===== src/rtl/memory_stage.sv =====
// Memory pipeline stage: drives a req/ack data bus for loads and stores,
// stalls upstream while an access is outstanding, and holds the MEM/WB register.
module memory_stage #(
   parameter int unsigned TIMEOUT_CYCLES = 255
) (
   input  logic        clk,
   input  logic        reset,
   input  logic [31:0] ALUOutM,
   input  logic [31:0] WriteDataM,
   input  logic [31:0] LUI_or_AUIPCM,
   input  logic [31:0] PCPlus4M,
   input  logic [2:0]  ResultSrcM,
   input  logic        RegWriteM,
   input  logic        MemWriteM,
   input  logic [2:0]  funct3M,
   input  logic [4:0]  rdM,
   output logic        dmem_req,
   output logic        dmem_we,
   output logic [31:0] dmem_addr,
   output logic [31:0] dmem_wdata,
   output logic [3:0]  dmem_wstrb,
   input  logic        dmem_ack,
   input  logic [31:0] dmem_rdata,
   output logic        StallM2H,
   output logic        MemErrM2H,
   output logic        MisalignM2H,
   output logic [31:0] ALUOutW,
   output logic [31:0] ReadDataMemW,
   output logic [31:0] LUI_or_AUIPCW,
   output logic [31:0] PCPlus4W,
   output logic [2:0]  ResultSrcW,
   output logic        RegWriteW,
   output logic [4:0]  rdW
);

   typedef enum logic {IDLE, WAIT} state_t;

   state_t     state_reg;
   logic [7:0] count_reg;

   logic [1:0] off;
   logic       is_load, is_store, is_memop;
   logic       is_byte, is_half;
   logic       misaligned, aligned_memop;
   logic       timeout, complete, abort;

   always_comb begin
      off      = ALUOutM[1:0];
      is_load  = (ResultSrcM >= 3'd2) && (ResultSrcM <= 3'd6);
      is_store = MemWriteM;
      is_memop = is_load | is_store;
      is_byte  = 1'b0;
      is_half  = 1'b0;
      // Stores are sized by funct3, loads by their result select.
      if (is_store) begin
         is_byte = (funct3M == 3'b000);
         is_half = (funct3M == 3'b001);
      end else begin
         is_byte = (ResultSrcM == 3'd2) || (ResultSrcM == 3'd5);
         is_half = (ResultSrcM == 3'd3) || (ResultSrcM == 3'd6);
      end
      if (is_byte)
         misaligned = 1'b0;
      else if (is_half)
         misaligned = is_memop & off[0];
      else
         misaligned = is_memop & (off != 2'b00);
      aligned_memop = is_memop & ~misaligned;
   end

   // Counter holds the cycles already waited; this cycle would reach the limit.
   assign timeout = (state_reg == WAIT) &&
                    ((32'(count_reg) + 32'd1) >= TIMEOUT_CYCLES);

   // A late ack in the timeout cycle still completes, so req stays up with it.
   assign dmem_req = ~reset &
                     (((state_reg == IDLE) & aligned_memop) |
                      ((state_reg == WAIT) & (~timeout | dmem_ack)));
   assign dmem_we   = is_store;
   assign dmem_addr = {ALUOutM[31:2], 2'b00};
   assign complete  = dmem_req & dmem_ack;
   assign abort     = ~reset & timeout & ~dmem_ack;

   assign StallM2H    = ~reset &
                        (((state_reg == IDLE) & aligned_memop & ~dmem_ack) |
                         ((state_reg == WAIT) & ~dmem_ack & ~timeout));
   assign MemErrM2H   = abort;
   assign MisalignM2H = ~reset & (state_reg == IDLE) & misaligned;

   generate
      for (genvar gi = 0; gi < 4; gi++) begin : g_lane
         always_comb begin
            case (funct3M)
               3'b000:  dmem_wdata[8*gi +: 8] = WriteDataM[7:0];
               3'b001:  dmem_wdata[8*gi +: 8] = WriteDataM[8*(gi%2) +: 8];
               default: dmem_wdata[8*gi +: 8] = WriteDataM[8*gi +: 8];
            endcase
         end
      end
   endgenerate

   always_comb begin
      dmem_wstrb = 4'b0000;
      if (is_store) begin
         case (funct3M)
            3'b000:  dmem_wstrb = 4'b0001 << off;
            3'b001:  dmem_wstrb = 4'b0011 << off;
            default: dmem_wstrb = 4'b1111;
         endcase
      end
   end

   always_ff @(posedge clk) begin
      if (reset) begin
         state_reg <= IDLE;
         count_reg <= 8'd0;
      end else begin
         case (state_reg)
            IDLE: begin
               if (aligned_memop && !dmem_ack) begin
                  state_reg <= WAIT;
                  count_reg <= 8'd1;
               end
            end
            WAIT: begin
               if (dmem_ack || timeout) begin
                  state_reg <= IDLE;
                  count_reg <= 8'd0;
               end else begin
                  count_reg <= count_reg + 8'd1;
               end
            end
            default: begin
               state_reg <= IDLE;
               count_reg <= 8'd0;
            end
         endcase
      end
   end

   always_ff @(posedge clk) begin
      if (reset) begin
         ALUOutW       <= 32'd0;
         ReadDataMemW  <= 32'd0;
         LUI_or_AUIPCW <= 32'd0;
         PCPlus4W      <= 32'd0;
         ResultSrcW    <= 3'd0;
         RegWriteW     <= 1'b0;
         rdW           <= 5'd0;
      end else if (!StallM2H) begin
         ALUOutW       <= ALUOutM;
         LUI_or_AUIPCW <= LUI_or_AUIPCM;
         PCPlus4W      <= PCPlus4M;
         ResultSrcW    <= ResultSrcM;
         RegWriteW     <= RegWriteM & ~misaligned & ~abort;
         rdW           <= rdM;
         if (complete)
            ReadDataMemW <= dmem_rdata >> {off, 3'b000};
      end else begin
         RegWriteW <= 1'b0;
      end
   end

endmodule


===== config.mk =====
export PLATFORM = sky130hd
export DESIGN_NAME = memory_stage
export DESIGN_NICKNAME = d
export VERILOG_FILES = /design/src/rtl/memory_stage.sv
export SDC_FILE = /design/constraint.sdc
export NUM_CORES = 1
export LEC_CHECK = 0
export BUFFER_PORTS_ARGS = -buffer_cell sky130_fd_sc_hd__buf_2
export CAP_MARGIN = 15
export CORE_AREA = 2 2 148 150
export DETAILED_ROUTE_END_ITERATION = 16
export DIE_AREA = 0 0 150 152
export PLACE_DENSITY_LB_ADDON = 0.1
export SETUP_SLACK_MARGIN = 0.2
export SLEW_MARGIN = 20
export SYNTH_ARGS = -nofsm -noshare
export SYNTH_HDL_FRONTEND = slang
export SYNTH_SLANG_ARGS = --single-unit

===== constraint.sdc =====
create_clock -name clk -period 5.7 [get_ports clk]
set_clock_uncertainty 0.15 [all_clocks]
set_input_delay 0.57 -clock clk [delete_from_list [all_inputs] [get_ports clk]]
set_output_delay 0.57 -clock clk [all_outputs]
set_load 0.02 [all_outputs]

Word level (Yosys, flattened, before mapping) --
Cells that the tools add are included.
Word-level totals: flip-flop bits (word level) 146, bits of input ports 176, output and inout bits 210, word-level logic and storage cells 78
Operators by class: add/subtract/negate cells 2, order comparisons 3, equality and inequality tests 6, shift operators 3, multiplexer cells 15, bitwise operators 28, reduce and logical (&&, ||, !) cells 12
Operator list (number):
- $mux 8 | 4
- $pmux 8 s2 | 2
- $shr 32x5->32 | 1
- $and 1x1->1 | 17
- $add 8x1->9 const B | 1
- $ge 9x8->1 const B | 1
- $add 8x1->8 const B | 1
- $pmux 4 s2 | 1
- $not 1->1 | 7
- $eq 3x2->1 const B | 2
- $eq 3x3->1 const B | 2
- $mux 1 | 6
- $mux 4 | 1
- $or 1x1->1 | 4
- $reduce_or 2->1 | 2
- $shl 1x2->4 const A | 1
- $shl 2x2->4 const A | 1
- $eq 3x1->1 const B | 1
- $ge 3x2->1 const B | 1
- $le 3x3->1 const B | 1
- $logic_and 1x1->1 | 3
- $logic_not 3->1 | 1
- $logic_or 1x1->1 | 3
- $ne 2x1->1 const B | 1
- 4 further kinds | 4

Logic depth before layout (Yosys ltp) --
Gate-level depths: netlist of the first run.
word-level depth 14, gate-level depth with buffers 10

Least setup slack after synthesis of the first run --
OpenSTA, ideal clock, no wires.
path type input to output, start point input port ALUOutM[0], end point output port StallM2H, data arrival time 2.238 ns, required time 4.980 ns, path slack 2.742 ns, stages on the path 9, path buffers 4, cell sequence buf_6 > mux2_4 > a211oi_4 > a22o_1 > a22oi_1 > buf_2 > buf_6 > buf_6 > nor2_1
On the way: word-level cells in the longest chain between the ends 10, elaborated cells on any way between the ends 11, classes of those cells 2 x mux; 8 x bitwise; 1 x reduce/logical
RTL lines:
- from (decl) | line 8 | input logic [31:0] ALUOutM,
- $reduce_bool 2->1 | line 67 | misaligned = is_memop & (off != 2'b00);
- $and 1x1->1 | line 67
- $mux 1 * | line 64 | else if (is_half)
- $mux 1 * | line 62 | if (is_byte)
- $not 1->1 * | line 68 | aligned_memop = is_memop & ~misaligned;
- $and 1x1->1 * | line 68
- $and 1x1->1 * (2 in a row) | line 85 | (((state_reg == IDLE) & aligned_memop & ~dmem_ack) |
- $or 1x1->1 * | line 85
- $and 1x1->1 * | line 84 | assign StallM2H = ~reset &
- to (decl) | line 24 | output logic StallM2H,
Every way passes the cells marked *; elsewhere a longest branch is shown, timed or not.

Worst setup path after layout of the first run --
start point input port ALUOutM[1], end point output port dmem_req
On the way: word-level cells in the longest chain between the ends 9
RTL lines:
- $reduce_bool 2->1 | line 67
- $and 1x1->1 | line 67
- $mux 1 | line 64
- $mux 1 | line 62
- $not 1->1 | line 68
- $and 1x1->1 | line 68
- $and 1x1->1 | line 77 | (((state_reg == IDLE) & aligned_memop) |
- $or 1x1->1 | line 77
- $and 1x1->1 | line 76 | assign dmem_req = ~reset &
- to (decl) | line 17 | output logic dmem_req,
No other way between the ends.

==> impl_metrics.json, run 1 <==
{
  "drv_slew": 0,
  "fin_total_pwr_w": 0.002980,
  "via_per_inst": 4.725,
  "place_ws_ns": 2.314,
  "rows": 54,
  "yosysTopAreaCell": "dfxtp_1",
  "final_hold_viol_count": 0,
  "startpoint_type": "input pin",
  "synth.area.top_cells": "dfxtp_1 (38%), nand2b_1 (18%), mux2i_1 (17%)",
  "cp_cell_sequence": "buf_2 -> nor4b_2 -> a31oi_1 -> a221oi_2 -> buf_4 -> a211oi_1 -> buf_2",
  "outcome": "finished clean",
  "route.antenna.remaining_nets": 0,
  "io_pins": 386,
  "synthFlopType": "dfxtp_1",
  "clock_latency_ns": 0.41,
  "multi_input_area_um2": 4222,
  "leakagePower_nw": 5.060,
  "syn_avg_cell_area_um2": 9.196,
  "finish.utilization_pct": 47.27,
  "r2r_slack_ns": 2.78,
  "hp-class": "in -> reg",
  "dr.pass1.iters": 4,
  "slew_headroom_pct": 31.89,
  "die_h_um": 152,
  "core-area_um2": 21350,
  "setup_slack_ns": 2.355,
  "yosysTopAreaCellShare_pct": 37.66,
  "rsz0062_at_grt": "no",
  "timing.hold.worst_endpoint": "LUI_or_AUIPCW[14]",
  "worstSetupPathType": "in -> out",
  "cts_resized": 0,
  "path_delay_family": "buffers and inverters",
  "fin_crit_sh_pct": 58.69,
  "setup_tns_ns": 0,
  "holdPathStages": 3,
  "netlist_area_um2": 7761,
  "required_ns": 4.98,
  "nets": 1326,
  "cap_violations": 0,
  "grt_max_degree": 122,
  "ff_latch_area_um2": 2923,
  "htreeDepth": 4,
  "cpMostUsedCell": "buf_2",
  "setup_viol": 0,
  "start_util_pct": 36.35,
  "antenna_found_initial": 2,
  "vias": 6813,
  "slowest_stage": "buf_2",
  "cts_buffers": 17,
  "critPathLaunch": "ALUOutM[1]",
  "hold_buffers": 0,
  "cts_tree": "done",
  "rr_worst_depth": 8,
  "timing.rr.start": "count_reg[0]",
  "grt_usage_pct": 19.02,
  "slowest_delay_ns": 0.61,
  "critPathBufInv": 3,
  "fill_cells": 2117,
  "synth_cell_type_count": 49,
  "cts.sink_count": 146,
  "p_per_area_nw_per_um2": 295.3,
  "root_buffer": "clkbuf_16",
  "path_clk_slew_ns": 0.07,
  "synthCells": 844,
  "arrival_ns": 2.63,
  "drive_above_1_share_pct": 38.97,
  "ys_seq_area_share_pct": 37.66,
  "critPathMaxFanout": 44,
  "grt_pass1_vias": 6255,
  "endpoint_kind": "output pin",
  "grt_pass1_wl_um": 34270,
  "grt_overflow": 0,
  "fin_hold_ws_ns": 0.2472,
  "vdd_drop_max_v": 0.0001635,
  "ys_warn_count": 0,
  "dp_hpwl_um": 16500,
  "hold_start": "LUI_or_AUIPCM[14]",
  "synth_edf_count": 0,
  "syn_to_final_growth_pct": 30.03,
  "clock_path_buffers": 2,
  "drtIter0Drc": 300,
  "r2r-end": "PCPlus4W[3]",
  "wire_per_inst_um": 15.73,
  "ys_async_sr_fraction_pct": 0,
  "fp.dieW_um": 150,
  "drc": 0,
  "place_congestion": 0.7784,
  "clock.fmax_mhz": 298.9,
  "worst_slew_pin_slew_ns": 1.018,
  "die_area_um2": 22800,
  "portBuffers": 383,
  "finalWirelength_um": 22690,
  "ys_ff_latch": 146,
  "min_period_ns": 3.345,
  "post-cts-setup-buffers": 0
}
## stage by stage
step	instance area, µm²	instances
6_report	10090	1442
5_1_grt	10090	1442
4_1_cts	10080	1440
3_5_place_dp	9480	1409
3_3_place_gp	9480	1409
2_1_floorplan	7765	845
## cells in the final DEF, fill, tap and decap left out, drive strengths merged, types with 4 or more instances in the layout
cell type / Yosys / routed
buf: 59 / 388
nand2b: 219 / 219
dfxtp: 146 / 146
mux2i: 129 / 129
a21oi: 45 / 45
o21ai: 31 / 31
nor2: 28 / 28
mux2: 25 / 25
nand2: 19 / 19
clkbuf: 45 / 17
a211oi: 13 / 13
nand4: 11 / 11
inv: 5 / 10
o2111ai: 9 / 9
or4: 8 / 8
nand3: 7 / 7
clkinv: 0 / 4
## power by group
group          total [W]  switching [W]  leakage, nW  internal [W]
clock            0.00116       0.000469        0.292      0.000695
sequential       0.00114      0.0000403         1.21       0.00110
combinational   0.000672       0.000404         3.56      0.000268
## logic make-up (layout without fill, tap and decap cells)
family	after synthesis	after routing	synth area share (%)
AOI/OAI and AO/OA	118	118	9.463
xor gates and xnor gates	3	3	0.3386
adders and majority gates	2	2	0.3224
buffers and inverters	109	424	8.093
DFF	146	146	37.66
muxes	154	154	20.31
other	1	4	0.04832
and+or+nand+nor	311	311	23.76
## per-layer routing
layer  part of all wire (%)  track usage (%)  vias to the layer above
met2                     49            32.57                      263
li1                       -                -                     3464
met5                      0                0                        -
met4                    1.3            5.391                        0
met1                     43            23.68                     3070
met3                    6.9            4.535                       16
## worst max-delay path by stage
stage | to | slack (ns) | depth (start not counted)
4_1_cts | dmem_req | 2.36 | 7
3_3_place_gp | LUI_or_AUIPCW[14] | 2.38 | 7
6_report | dmem_req | 2.35 | 7
3_5_place_dp | LUI_or_AUIPCW[18] | 2.31 | 7
5_1_grt | dmem_req | 2.09 | 7
2_1_floorplan | StallM2H | 2.74 | 9
## synthesized netlist by cell type, types with 2 or more instances
| cell | n |
|---|---|
| ha_1 | 2 |
| xnor2_1 | 2 |
| a31oi_1 | 3 |
| o21a_1 | 3 |
| o21ai_0 | 31 |
| nor2_1 | 28 |
| mux2_2 | 24 |
| a21oi_1 | 45 |
| or2_2 | 2 |
| or3_1 | 2 |
| and3_1 | 3 |
| and2_1 | 3 |
| buf_6 | 7 |
| inv_1 | 5 |
| nand4_1 | 11 |
| nor2b_1 | 3 |
| or4_1 | 8 |
| nand2b_1 | 219 |
| a211oi_1 | 12 |
| dfxtp_1 | 146 |
| nand3_1 | 7 |
| nand2_1 | 19 |
| o2111ai_1 | 9 |
| nor3_1 | 2 |
| buf_4 | 41 |
| a21boi_0 | 2 |
| clkbuf_1 | 45 |
| buf_2 | 10 |
| a221oi_1 | 2 |
| mux2i_1 | 129 |
## tightest hold or removal path: cells and delay by family
| family | cells | cell delay [ns] |
|---|---|---|
| buffers and inverters | 1 | 0.09 |
| multiplexers | 1 | 0.06 |
| AND/OR/NAND/NOR | 1 | 0.06 |
## final cells by class
class | instances | area share [%]
Tap cell | 280 | 3.471
Timing Repair Buffer | 388 | 19.51
Sequential cell | 146 | 28.96
Clock buffer | 17 | 4.215
Inverter | 5 | 0.1860
Clock inverter | 14 | 1.773
Antenna cell | 2 | 0.04959
Multi-Input combinational cell | 590 | 41.83
No activity file was read; power rests on OpenSTA's default activity.
==> inputs of run 2 (changes only) <==
- ABC_AREA: default -> 1
- CORE_AREA: 2 2 148 150 -> 2 2 152 154
- DIE_AREA: 0 0 150 152 -> 0 0 154 156
- clock period: 5.7 -> 3.2 ns (I/O delays scaled with it)
==> run 2 against run 1 <==
Against the previous run: sequential share of layout area down 1.4 points; first-iteration DRC count up 100%; design area up 5.2%; power rose by 75%; die area increased by 5.4%; area after synthesis decreased by 2.6%; count of clock-buffer cells in the layout rose by 1; setup slack worse by 1.9 ns; critical path type is now reg -> out; highest routed layer is now met5.
==> impl_metrics.json, run 2 <==
{
  "outcome": "finished clean",
  "finish.utilization_pct": 47.48,
  "mostFrequentLayoutCells": "buf_2 (383), nand2_1 (288), dfxtp_1 (146)",
  "io_pins": 386,
  "fin_total_pwr_w": 0.005209,
  "ys_ff_latch": 146,
  "cts.sink_count": 146,
  "portBuffers": 383,
  "critPathMaxFanout": 10,
  "synth_edf_count": 0,
  "path_clk_slew_ns": 0.07,
  "arrival_ns": 2.31,
  "ys_async_sr_fraction_pct": 0,
  "startpoint_type": "flop",
  "dr.pass1.iters": 5,
  "start_util_pct": 33.78,
  "core-area_um2": 22370,
  "ys_warn_count": 0,
  "grt_overflow": 0,
  "vias": 8325,
  "internal_power_w": 0.003444,
  "slew_headroom_pct": 50.70,
  "setup_tns_ns": 0,
  "syn_avg_cell_area_um2": 7.142,
  "grt_pass1_vias": 7916,
  "fill_cells": 2352,
  "cap_violations": 0,
  "diodes": 0,
  "dp_hpwl_um": 18980,
  "synth_cell_type_count": 37,
  "clock_latency_ns": 0.42,
  "synthTopCellsByCount": "nand2_1 (288), dfxtp_1 (146), nand4_1 (138)",
  "fin_cells": 1733,
  "syn_to_final_growth_pct": 40.54,
  "setup_viol": 0,
  "endpoint_kind": "output pin",
  "die_h_um": 156,
  "vdd_drop_max_v": 0.0002821,
  "grt_pass1_wl_um": 42900,
  "hp-class": "in -> reg",
  "clock_path_buffers": 2,
  "fin_crit_sh_pct": 86.87,
  "synth.area.top_cells": "dfxtp_1 (39%), nand2_1 (14%), nand4_1 (11%)",
  "worstSetupPathType": "reg -> out",
  "wire_per_inst_um": 15.87,
  "drtIter0Drc": 599,
  "antenna_found_initial": 4,
  "dp_cells": 1614,
  "synthFlopType": "dfxtp_1",
  "place_congestion": 0.8310,
  "fp.dieW_um": 154,
  "synth.most_common_cell": "nand2_1",
  "finalWirelength_um": 27500,
  "rows": 55,
  "route.antenna.remaining_nets": 0,
  "switching_share_pct": 33.89,
  "combPwrFrac_pct": 23.2,
  "seqPwrFrac_pct": 38.9,
  "synthCells": 1058,
  "power.switching_w": 0.001765,
  "die_area_um2": 24020,
  "via_per_inst": 4.804,
  "final_hold_viol_count": 0,
  "min_period_ns": 2.780,
  "grt_max_degree": 122,
  "worst_slew_pin_slew_ns": 0.7395,
  "cts_buffers": 17,
  "drv_slew": 0,
  "cts_tree": "done",
  "clock.fmax_mhz": 359.7,
  "root_buffer": "clkbuf_16",
  "ys_seq_area_share_pct": 38.68,
  "final_common_cell": "buf_2",
  "drc": 0,
  "clkPwrFrac_pct": 37.8,
  "leakagePower_nw": 5.637,
  "drive_above_1_share_pct": 33.29,
  "p_per_area_nw_per_um2": 490.5,
  "yosysTopAreaCell": "dfxtp_1",
  "grt_usage_pct": 22.22,
  "yosysTopAreaCellShare_pct": 38.68,
  "rsz0062_at_grt": "no",
  "required_ns": 2.73,
  "nets": 1613,
  "htreeDepth": 4,
  "netlist_area_um2": 7556
}
## run 2: timing repair
action / 4_1_cts / 5_1_grt
endpoints found under the setup margin: 1 / 66
hold buffers: 83 / 0
endpoints found under the hold margin: 83 / 0
cloned: 1 / 0
pin swaps: 0 / 1
gates resized for setup: 0 / 1
setup buffers: 0 / 3
## run 2: path summary, 6_finish.rpt
check / slack [ns] / from / to / depth (start not counted)
hold reg to reg: 0.30 / PCPlus4W[5] / PCPlus4W[5] / 2
setup reg to reg: 0.61 / count_reg[0] / PCPlus4W[15] / 10
hold / removal: 0.01 / ALUOutM[6] / ALUOutW[6] / 3
setup / recovery: 0.42 / count_reg[0] / MemErrM2H / 10
## run 2: final cells by class
| class | count | area, µm² | share of cell area, % |
|---|---|---|---|
| clock buffer | 18 | 439.2 | 4.136 |
| clock inverter | 14 | 140.1 | 1.320 |
| inverter | 88 | 340.3 | 3.205 |
| multi-input combinational | 698 | 3500 | 32.96 |
| sequential | 146 | 2923 | 27.52 |
| tap | 285 | 356.6 | 3.358 |
| timing repair buffer | 484 | 2920 | 27.50 |
## run 2: kinds of logic (layout without fill, tap and decap cells)
| group | count (synthesis) | count (layout) | synth area share, % |
|---|---|---|---|
| AO/OA/AOI/OAI | 56 | 56 | 4.173 |
| XOR/XNOR | 3 | 3 | 0.3478 |
| adder cells (fa/ha/maj) | 2 | 2 | 0.3311 |
| buffers and inverters | 216 | 604 | 15.22 |
| flip-flops | 146 | 146 | 38.68 |
| multiplexers | 8 | 8 | 1.060 |
| other | 1 | 2 | 0.04963 |
| AND/OR/NAND/NOR | 626 | 627 | 40.14 |
## run 2: stage by stage
| stage | instance area (µm²) | worst slack (ns) | hold WS (ns) |
|---|---|---|---|
| after CTS | 10590 | 0.2341 | 0.0005286 |
| after floorplan | 7560 | 0.8387 | 0.3039 |
| final | 10620 | 0.4201 | 0.01460 |
| after detailed placement | 9174 | 0.3360 | 0.2992 |
| after global placement | 9174 | 0.4028 | 0.2943 |
| after global routing | 10620 | 0.2173 | 0.008525 |
## run 2: critical path: stages, from the launching register on
cell	delay, ns
dfxtp_1	0.40
inv_1	0.09
ha_1	0.31
o21bai_1	0.13
nand3_1	0.10
nor2_2	0.15
nand3_4	0.17
nand2_1	0.15
nand3_1	0.11
inv_1	0.09
buf_2	0.17
## run 2: layer usage
metal / track usage [%] / part of all wire (%) / up-vias
met2: 38.24 / 49 / 285
met4: 6.498 / 1.7 / 8
li1: - / - / 4247
met5: 0 / 0.19 / -
met3: 5.389 / 6.4 / 34
met1: 27.64 / 43 / 3751
## run 2: power groups by stage
| stage | logic (W) | clock network [W] | registers [W] |
|---|---|---|---|
| 6_report | 0.00121 | 0.00197 | 0.00203 |
| 5_1_grt | 0.00132 | 0.00211 | 0.00205 |
| 4_1_cts | 0.00122 | 0.00202 | 0.00203 |
| 3_5_place_dp | 0.00113 | 0 | 0.00207 |
| 3_3_place_gp | 0.00113 | 0 | 0.00206 |
| 2_1_floorplan | 0.000582 | 0 | 0.00224 |
